--- src/rtl/ser_pkg.sv ---
// Shared definitions for the PISO serializer: state encoding and the
// helper that sizes the bit counter.
package ser_pkg;

  localparam logic ST_IDLE  = 1'b0;
  localparam logic ST_SHIFT = 1'b1;

  typedef enum logic {
    S_IDLE  = ST_IDLE,
    S_SHIFT = ST_SHIFT
  } ser_state_t;

  // Smallest r with 2**r >= n; never below 1 so the counter always has a bit.
  function automatic int clog2_w(input int n);
    int r;
    r = 1;
    for (int i = 1; i < 32; i++) begin
      if ((1 << r) < n) r = i + 1;
    end
    return r;
  endfunction

endpackage

--- src/rtl/piso_bit_serializer.sv ---
// Parallel-in/serial-out serializer. Accepts a W-bit word over valid/ready
// and emits one bit per bit_en strobe; back-to-back words run without a gap.
module piso_bit_serializer
  import ser_pkg::*;
#(
  parameter int   W         = 8,
  parameter int   MSB_FIRST = 1,
  parameter logic IDLE_BIT  = 1'b0
) (
  input  logic         clk,
  input  logic         rstn,
  input  logic [W-1:0] data_in,
  input  logic         load_valid,
  output logic         load_ready,
  input  logic         bit_en,
  output logic         ser_out,
  output logic         ser_valid,
  output logic         ser_last,
  output logic         busy
);

  localparam int CW = clog2_w(W);

  ser_state_t    state;
  logic [CW-1:0] cnt;
  logic [W-1:0]  shreg;
  logic [W-1:0]  shreg_nxt;
  logic          accept;

  // Bit currently at the head of the word for the selected bit order.
  function automatic logic head_bit(input logic [W-1:0] v);
    return (MSB_FIRST != 0) ? v[W-1] : v[0];
  endfunction

  // Advance the word by one position, filling the vacated end with 0.
  function automatic logic [W-1:0] shift_word(input logic [W-1:0] v);
    return (MSB_FIRST != 0) ? {v[W-2:0], 1'b0} : {1'b0, v[W-1:1]};
  endfunction

  // Ready while idle, or on the edge that consumes the last bit (no gap).
  assign load_ready = rstn && ((state == S_IDLE) || (bit_en && (cnt == '0)));
  assign accept     = load_valid && load_ready;
  assign shreg_nxt  = shift_word(shreg);
  assign busy       = (state == S_SHIFT);

  // Load/shift state machine with registered serial outputs.
  always_ff @(posedge clk) begin
    if (!rstn) begin
      state     <= S_IDLE;
      cnt       <= '0;
      shreg     <= '0;
      ser_out   <= IDLE_BIT;
      ser_valid <= 1'b0;
      ser_last  <= 1'b0;
    end else if (accept) begin
      state     <= S_SHIFT;
      shreg     <= data_in;
      cnt       <= CW'(W - 1);
      ser_out   <= head_bit(data_in);
      ser_valid <= 1'b1;
      ser_last  <= 1'b0;
    end else if ((state == S_SHIFT) && bit_en) begin
      if (cnt != '0) begin
        shreg    <= shreg_nxt;
        cnt      <= cnt - CW'(1);
        ser_out  <= head_bit(shreg_nxt);
        ser_last <= (cnt == CW'(1));
      end else begin
        state     <= S_IDLE;
        ser_out   <= IDLE_BIT;
        ser_valid <= 1'b0;
        ser_last  <= 1'b0;
      end
    end
  end

endmodule

--- config.mk ---
export PLATFORM = sky130hd
export DESIGN_NAME = piso_bit_serializer
export DESIGN_NICKNAME = d
export VERILOG_FILES = /design/src/rtl/ser_pkg.sv /design/src/rtl/piso_bit_serializer.sv
export SDC_FILE = /design/constraint.sdc
export NUM_CORES = 1
export LEC_CHECK = 0
export CAP_MARGIN = 10
export CORE_MARGIN = 4
export CORE_UTILIZATION = 40
export DETAILED_ROUTE_END_ITERATION = 12
export PLACE_DENSITY = 0.71
export SYNTH_ARGS = -nofsm -noshare
export SYNTH_HDL_FRONTEND = slang
export SYNTH_SLANG_ARGS = --single-unit
--- constraint.sdc ---
create_clock -name clk -period 1.6 [get_ports clk]
set_input_delay 0.24 -clock clk [delete_from_list [all_inputs] [get_ports clk]]
set_output_delay 0.24 -clock clk [all_outputs]
set_load 0.005 [all_outputs]
==> run_results.csv, run 1 <==
group,metric,value,unit
sta,finalSetupViolCount,0,
layout,fillers,117,
yosys,synthFlopType,"dfxtp_1",
layout,seqCellArea,261.5,um2
routing,wl_per_cell,12.45,um
sta,rsz0062_at_grt,"false",
pwr,switching_share,26.43,%
sta,tightest_slew,278.4,ps
pwr,p_per_area,865.1,nW/um2
layout,num_antenna_cells,0,
sta,fin_crit,1501,ps
pwr,p_seq_share,47.7,%
layout,syn_to_final_growth,43.43,%
sta,period_share,93.80,%
sta,timing.hold.ws,486.1,ps
cts,root_buffer,"clkbuf_4",
flow_run,max_cap_viol_count,0,
place,dp_hpwl,1021,um
routing,vias,563,
sta,clock.fmax,0.6663,GHz
place,placed_area,868.3,um2
status,status,"complete, no violations",
routing,drt.antenna.violating_nets,0,
routing,first_pass_iters,4,
cts,cts.sink_count,13,
cts,numCtsBuffers,3,
floorplanning,chipHeight,47.63,um
sta,finalClockSkew,5.479,ps
critical_path,crit_type,"reg2reg",
yosys,synthesis.area,628.1,um2
routing,drc,0,
sta,slew_violations,0,
cts,htreeDepth,1,
yosys,synth_area_leaders,"dfxtp_1 41%, a221o_1 9.6%, and3_1 6.0%, ha_1 6.0%, buf_6 3.6%",
critical_path,worst_setup_path_start_kind,"flip-flop",
grt,overflow,0,
grt,grt_max_degree,11,
routing,routed_wl,1345,um
yosys,synth_edf_count,0,
layout,drive_above_1_share,27.17,%
yosys,syn-num-nets,77,
layout,fin_nets,108,
floorplanning,initial_core_util,42.18,%
critical_path,critPathCaptureType,"flip-flop",
cts,cts_tree,"built",
floorplanning,die_w,47.63,um
floorplanning,coreArea,1489,um2
critical_path,critPathArrivalTime,1660,ps
yosys,yosys_warnings,0,
yosys,synth_async_sr_flop_share,0,%
layout,multiInputGateArea,317.8,um2
pwr,p_comb_share,26.3,%
cts,clk_transition_reported_paths,70,ps
floorplanning,dieArea,2268,um2
yosys,synth.largest_area_cell,"dfxtp_1",
place,gp_congestion,0.8407,
yosys,yosys.area.top_type_share,41.43,%
layout,stdcell_area,900.9,um2
cts,clk_latency,280,ps
layout,final_util,60.50,%
grt,antenna_found_initial,0,
grt,globalRouteTotalUtil,14.13,%
critical_path,worstPathRequired,1760,ps
pwr,p_leak,0.0004129,uW
yosys,synthCells,62,
place,numPortBuffers,16,
pwr,power.net_switching,206.0,uW
cts,clockBufferDepth,2,
sta,fin_setup_tns,0,ps
routing,drt_iter0_drc,11,
pwr,p_total,779.4,uW
yosys,avgSynthCellArea,10.13,um2
floorplanning,ios,17,
worst_hold_path,hold_path.class,"reg2reg",
pwr,ir_worst_vdd,605.0,uV
pwr,p_clk_share,26.0,%
routing,vias_per_cell,5.213,
yosys,synth_common_cells,"13 x dfxtp_1, 6 x a221o_1, 6 x and3_1",
yosys,synth.most_common_cell,"dfxtp_1",
critical_path,critPathMaxFanout,10,
grt,grt_pass1_vias,490,
floorplanning,num_rows,14,
sta,final_hold_viol_count,0,
sta,max-slew-margin-rel,81.44,%
yosys,ys_ff_latch,13,
yosys,synth.distinct_cells,25,
yosys,ys_seq_area_share,41.43,%
grt,grt_first_pass_wirelength,2180,um
pwr,internal_power,573.4,uW
## final timing paths
| path | cells past startpoint | slack [ps] | from | end |
|---|---|---|---|---|
| setup reg to reg | 7 | 100 | cnt[0]$_SDFFE_PN0P_ | shreg[1]$_SDFFE_PN0P_ |
| hold / removal | 1 | 490 | shreg[2]$_SDFFE_PN0P_ | shreg[2]$_SDFFE_PN0P_ |
| hold reg to reg | 1 | 490 | shreg[2]$_SDFFE_PN0P_ | shreg[2]$_SDFFE_PN0P_ |
| setup / recovery | 7 | 100 | cnt[0]$_SDFFE_PN0P_ | shreg[1]$_SDFFE_PN0P_ |
## power groups by stage
stage	logic [uW]	clock network, uW	registers (uW)
2_1_floorplan	106	0	375
3_3_place_gp	199	0	378
3_5_place_dp	202	0	379
4_1_cts	205	210	371
5_1_grt	229	227	375
6_report	205	203	372
## through the flow
step,setup WS (ps),cells
2_1_floorplan,61.11,62
3_3_place_gp,-130.0,103
3_5_place_dp,-164.0,103
4_1_cts,3.782,107
5_1_grt,17.73,108
6_report,99.22,108
## layer usage
layer,vias to the layer above,global-route usage (%),routed length [um]
li1,293,-,-
met1,261,17.61,626
met2,7,20.59,638
met3,2,6.767,59
met4,0,6.452,20
met5,-,0,0
## flip-flops by register name, summed over array words and instances, names as in the netlist
signal and count:
ser_last 1, ser_out 1, cnt 3, busy 1, shreg 7
## worst max-delay path, stage by stage, from the launching register on
cell and delay [ps]:
dfxtp_1 330, inv_1 60, ha_2 180, nand3b_2 90
a21oi_2 60, buf_4 130, and2_4 190, a221o_1 350
## cell type report
type / instances / share of cell area, %
timing repair buffer: 29 / 28.06
clock buffer: 4 / 2.917
sequential: 13 / 29.03
inverter: 6 / 2.500
tap: 16 / 2.222
multi-input combinational: 40 / 35.28
## what timing repair did
action | in CTS | in global routing
hold buffers | 0 | 0
setup endpoints to repair | 1 | 3
resized for setup | 4 | 2
setup buffers | 0 | 1
pin swaps | 0 | 2
## kinds of logic (layout without fill, tap and decap cells)
group	count (synthesis)	in the layout	synth area share [%]
flops	13	13	41.43
fa+ha+maj	3	3	5.977
xor+xnor	1	1	1.395
compound gates	17	17	22.11
mux	2	2	3.187
buf+inv	9	39	8.366
simple gates	17	17	17.53
## layout by cell type (no fill, tap or decap), drive strengths merged, types with 2 or more instances in the layout
master,n
a221o,6
nor3,3
nand2,2
a21oi,5
clkdlybuf4s50,15
a21o,2
and3,6
dfxtp,13
clkbuf,4
buf,14
mux2i,2
ha,3
inv,6
Note: power is estimated with default switching activity, not from simulation.
==> run 2: changes to the inputs <==
CORE_MARGIN = 1   (was 4)
==> run 2 against run 1 <==
Via count is 1.8% higher. Non-clock buffer count decreased by 2. Final cell count fell by 2.8%. Largest cell class unchanged.
==> run_results.csv, run 2 (same netlist as run 1, synthesis figures left out) <==
group,metric,value,unit
cts,numCtsBuffers,3,
critical_path,ff2ff_path_depth,7,
layout,syn_to_final_growth,40.84,%
pwr,p_clk_share,26.0,%
floorplanning,initial_core_util,45.43,%
pwr,p_seq_share,48.0,%
sta,tightest_slew,390.2,ps
pwr,ir_worst_vdd,529.3,uV
place,dp_hpwl,985.6,um
routing,vias_per_cell,5.457,
critical_path,reg2reg_slack,100,ps
place,dp_cells,101,
grt,grt_pass1_vias,554,
sta,rsz0062_at_grt,"false",
floorplanning,die_w,41.63,um
cts,clk_transition_reported_paths,80,ps
sta,fin_setup_tns,0,ps
floorplanning,dieArea,1733,um2
critical_path,r2r_end,"shreg[1]$_SDFFE_PN0P_",
routing,drc,0,
pwr,internal_power,569.3,uW
worst_hold_path,holdPathStages,1,
grt,antenna_found_initial,0,
worst_hold_path,hold_path.class,"reg2reg",
sta,fin_ws,99.54,ps
place,dp_slack,-161.8,ps
worst_hold_path,min_from,"shreg[3]$_SDFFE_PN0P_",
layout,seqCellArea,261.5,um2
layout,fillers,123,
floorplanning,chipHeight,41.63,um
cts,root_buffer,"clkbuf_4",
sta,slew_violations,0,
pwr,p_per_area,875.5,nW/um2
critical_path,crit_type,"reg2out",
critical_path,critPathMaxFanout,2,
routing,drt.antenna.violating_nets,0,
critical_path,critPathArrivalTime,1260,ps
grt,overflow,0,
routing,drt_iter0_drc,22,
layout,fin_nets,106,
grt,grt_first_pass_wirelength,2394,um
flow_run,max_cap_viol_count,0,
sta,final_hold_viol_count,0,
critical_path,worstPathRequired,1360,ps
place,numPortBuffers,16,
cts,post-cts-setup-buffer-count,0,
pwr,switching_share,26.50,%
pwr,power.net_switching,205.2,uW
sta,fin_crit,1500,ps
cts,cts_hold_buffers,0,
floorplanning,num_rows,13,
pwr,p_comb_share,26.0,%
sta,period_share,93.78,%
pwr,p_total,774.5,uW
place,gp_congestion,0.7470,
cts,clockBufferDepth,2,
worst_hold_path,min_to,"shreg[3]$_SDFFE_PN0P_",
routing,wl_per_cell,12.94,um
floorplanning,coreArea,1383,um2
cts,htreeDepth,1,
routing,first_pass_iters,5,
sta,max-slew-margin-rel,73.87,%
layout,final_common_cell,"clkdlybuf4s50_1",
layout,largest_reg_flops,7,
pwr,p_leak,0.0004033,uW
cts,cts.sink_count,13,
sta,clock.fmax,0.6665,GHz
layout,finalNonFillerCells,105,
cts,clk_latency,270,ps
sta,finalSetupViolCount,0,
status,status,"complete, no violations",
grt,grt_max_degree,11,
layout,num_antenna_cells,0,
critical_path,worst_setup_path_start_kind,"flip-flop",
sta,finalClockSkew,4.430,ps
layout,reg_top3,"shreg (7), cnt (3)",
grt,globalRouteTotalUtil,18.01,%
cts,cts_tree,"built",
floorplanning,ios,17,
routing,routed_wl,1359,um
critical_path,critPathCaptureType,"primary output",
layout,layout_common_cells,"15 x clkdlybuf4s50_1, 12 x dfxtp_1, 11 x buf_4",
routing,vias,573,
sta,timing.hold.ws,483.3,ps
layout,multiInputGateArea,317.8,um2
layout,drive_above_1_share,25.56,%
critical_path,worstReg2RegStart,"cnt[0]$_SDFFE_PN0P_",
layout,top_register,"shreg",
==> run 2: metrics by stage <==
stage               utilization, %  instance area (um2)
finish                       63.98                884.6
global route                 63.98                884.6
CTS                          64.25                888.4
detailed placement           62.17                859.6
global placement             62.17                859.6
floorplan                        -                628.1
==> run 2: layout make-up <==
cell class / count / area share [%]
inverters: 6 / 2.546
multi-input cells: 40 / 35.93
flip-flops and latches: 13 / 29.56
clock buffers: 4 / 2.970
repair buffers: 27 / 26.87
well taps: 15 / 2.122
==> run 2: metal layers <==
layer	GRT usage [%]	up-vias	routed length, um
met5	0	-	0
met4	10.97	0	15
met3	4.348	2	42
met2	25.62	13	621
met1	24.32	271	679
li1	-	287	-
==> run 2: critical path, cell delays in order (launching register included) <==
cell and delay (ps):
dfxtp_1 320, inv_1 70, ha_2 200, nand3b_2 100, a21oi_2 170, clkbuf_2 130
==> run 2: worst max path at each step <==
stage	startpoint	end	slack, ps	cells past startpoint
global route	cnt[0]$_SDFFE_PN0P_	load_ready	20	5
global placement	bit_en	load_ready	-130	4
detailed placement	bit_en	load_ready	-160	4
finish	cnt[0]$_SDFFE_PN0P_	load_ready	100	5
CTS	cnt[0]$_SDFFE_PN0P_	load_ready	20	5
floorplan	cnt[0]$_SDFFE_PN0P_	shreg[6]$_SDFFE_PN0P_	60	7
==> run 2: what timing repair did <==
item                                    CTS  global route
resized for setup                         3             2
pin swaps                                 1             1
endpoints found under the setup margin    1             3
==> run 2: power groups by stage <==
stage	sequential (uW)	combinational [uW]	clock, uW
final	372	201	201
after global routing	375	222	220
after CTS	371	202	212
after detailed placement	379	200	0
after global placement	378	197	0
after floorplan	375	106	0
==> run 3: changes to the inputs <==
CELL_PAD_IN_SITES_DETAIL_PLACEMENT = 1   (was not set)
CELL_PAD_IN_SITES_GLOBAL_PLACEMENT = 2   (was not set)
CORE_MARGIN = 4   (was 1)
CORE_UTILIZATION = 25   (was 40)
PLACE_DENSITY = not set   (was 0.71)
PLACE_DENSITY_LB_ADDON = 0.1   (was not set)
==> run 3 against run 2 <==
Clock skew decreased by 3.5 ps. Sequential power about the same. Sequential cell count unchanged. Combinational power increased by 7%. Die area increased by 95%. Count of clock-buffer cells in the layout unchanged. Via count increased by 1.0%. Critical path type unchanged. Largest cell class unchanged.
==> run_results.csv, run 3 (same netlist as run 1, synthesis figures left out) <==
group,metric,value,unit
status,status,"complete, no violations",
grt,gr-usage-met3,4.677,%
grt,globalRouteTotalUtil,10.68,%
floorplanning,chipHeight,58.13,um
critical_path,critPathMaxFanout,3,
cts,clockBufferDepth,2,
grt,overflow,0,
cts,cts_tree,"built",
sta,max-slew-margin-rel,83.46,%
cts,clk_latency,280,ps
routing,vias_per_cell,4.907,
layout,drive_above_1_share,25.56,%
place,gp_congestion,0.7090,
sta,fin_crit,1509,ps
cts,htreeDepth,1,
critical_path,worst_setup_path_start_kind,"flip-flop",
grt,grt_busiest_layer,"met2",
layout,top_register,"shreg",
place,numPortBuffers,16,
layout,fillers,277,
layout,layout_common_cells,"15 x clkdlybuf4s50_1, 12 x dfxtp_1, 10 x buf_4",
floorplanning,num_rows,17,
critical_path,critPathArrivalTime,1270,ps
layout,fin_nets,106,
layout,num_antenna_cells,0,
sta,finalClockSkew,0.9200,ps
cts,root_buffer,"clkbuf_4",
sta,final_hold_viol_count,0,
routing,wl_per_cell,13.16,um
cts,numCtsBuffers,3,
cts,post-cts-setup-buffer-count,0,
layout,reg_top3,"shreg (7), cnt (3)",
routing,first_pass_iters,4,
routing,drt.antenna.violating_nets,0,
pwr,ir_worst_vdd,428.5,uV
grt,use_met2,15.97,%
critical_path,worstPathRequired,1360,ps
pwr,p_total,803.4,uW
pwr,p_per_area,865.3,nW/um2
sta,tightest_slew,244.7,ps
grt,grt_max_degree,11,
routing,drt_iter0_drc,9,
floorplanning,initial_core_util,27.34,%
sta,finalSetupViolCount,0,
place,dp_hpwl,1174,um
grt,grt_first_pass_wirelength,2691,um
grt,use_met1,13.50,%
worst_hold_path,hold_path.class,"reg2reg",
routing,drc,0,
pwr,p_leak,0.0004175,uW
floorplanning,ios,17,
routing,routed_wl,1553,um
critical_path,crit_type,"reg2out",
cts,clk_transition_reported_paths,80,ps
sta,period_share,94.32,%
floorplanning,coreArea,2297,um2
grt,grt_pass1_vias,591,
routing,vias,579,
sta,timing.hold.ws,488.5,ps
cts,cts.sink_count,13,
layout,syn_to_final_growth,47.81,%
floorplanning,dieArea,3379,um2
sta,clock.fmax,0.6627,GHz
layout,largest_reg_flops,7,
sta,slew_violations,0,
grt,antenna_found_initial,0,
floorplanning,die_w,58.13,um
layout,final_common_cell,"clkdlybuf4s50_1",
flow_run,max_cap_viol_count,0,
critical_path,critPathCaptureType,"primary output",
==> run 3: through the flow <==
step / cell area (um2) / setup slack, ps / std cells / util, % / setup TNS [ps]
5_1_grt: 928.4 / -8.122 / 118 / 40.41 / -8.122
2_1_floorplan: 628.1 / 61.11 / 62 / - / 0
3_3_place_gp: 875.8 / -157.9 / 114 / 38.13 / -1006
3_5_place_dp: 875.8 / -200.6 / 114 / 38.13 / -1309
4_1_cts: 899.6 / 8.809 / 118 / 39.16 / 0
6_report: 928.4 / 90.95 / 118 / 40.41 / 0
==> run 3: worst max-delay path, cell delays in order, from the launching register on <==
cell      delay [ps]
dfxtp_1          320
inv_1             70
ha_2             210
nand3b_4         100
a21oi_4          160
buf_2            130
==> run 3: repair_timing <==
action,in CTS,in global routing
pin swaps,2,2
hold buffers,0,0
setup endpoints to repair,1,4
gates resized for setup,5,5
==> run 3: path summary, 6_finish.rpt <==
| path | from | to | slack, ps | depth (start not counted) |
|---|---|---|---|---|
| max | cnt[0]$_SDFFE_PN0P_ | load_ready | 90 | 5 |
| min | shreg[5]$_SDFFE_PN0P_ | shreg[5]$_SDFFE_PN0P_ | 490 | 1 |
| max reg2reg | cnt[0]$_SDFFE_PN0P_ | shreg[2]$_SDFFE_PN0P_ | 110 | 7 |
| min reg2reg | shreg[5]$_SDFFE_PN0P_ | shreg[5]$_SDFFE_PN0P_ | 490 | 1 |
==> run 3: cell type report <==
class / count / area (um2) / area share (%)
inverters: 6 / 22.52 / 2.426
clock buffers: 4 / 26.28 / 2.830
multi-input cells: 40 / 341.6 / 36.79
repair buffers: 27 / 241.5 / 26.01
well taps: 28 / 35.03 / 3.774
flip-flops and latches: 13 / 261.5 / 28.17
==> run 3: routing by layer <==
| metal | wire (um) | vias up | share of wire [%] |
|---|---|---|---|
| li1 | - | 287 | - |
| met1 | 759 | 274 | 49 |
| met4 | 24 | 0 | 1.5 |
| met3 | 106 | 4 | 6.8 |
| met5 | 0 | - | 0 |
| met2 | 663 | 14 | 43 |
==> run 3: where the power goes <==
group	switching, uW	internal, uW
Combinational	90.1	126
Sequential	18.8	353
Clock	119	96.9
Total	228	576
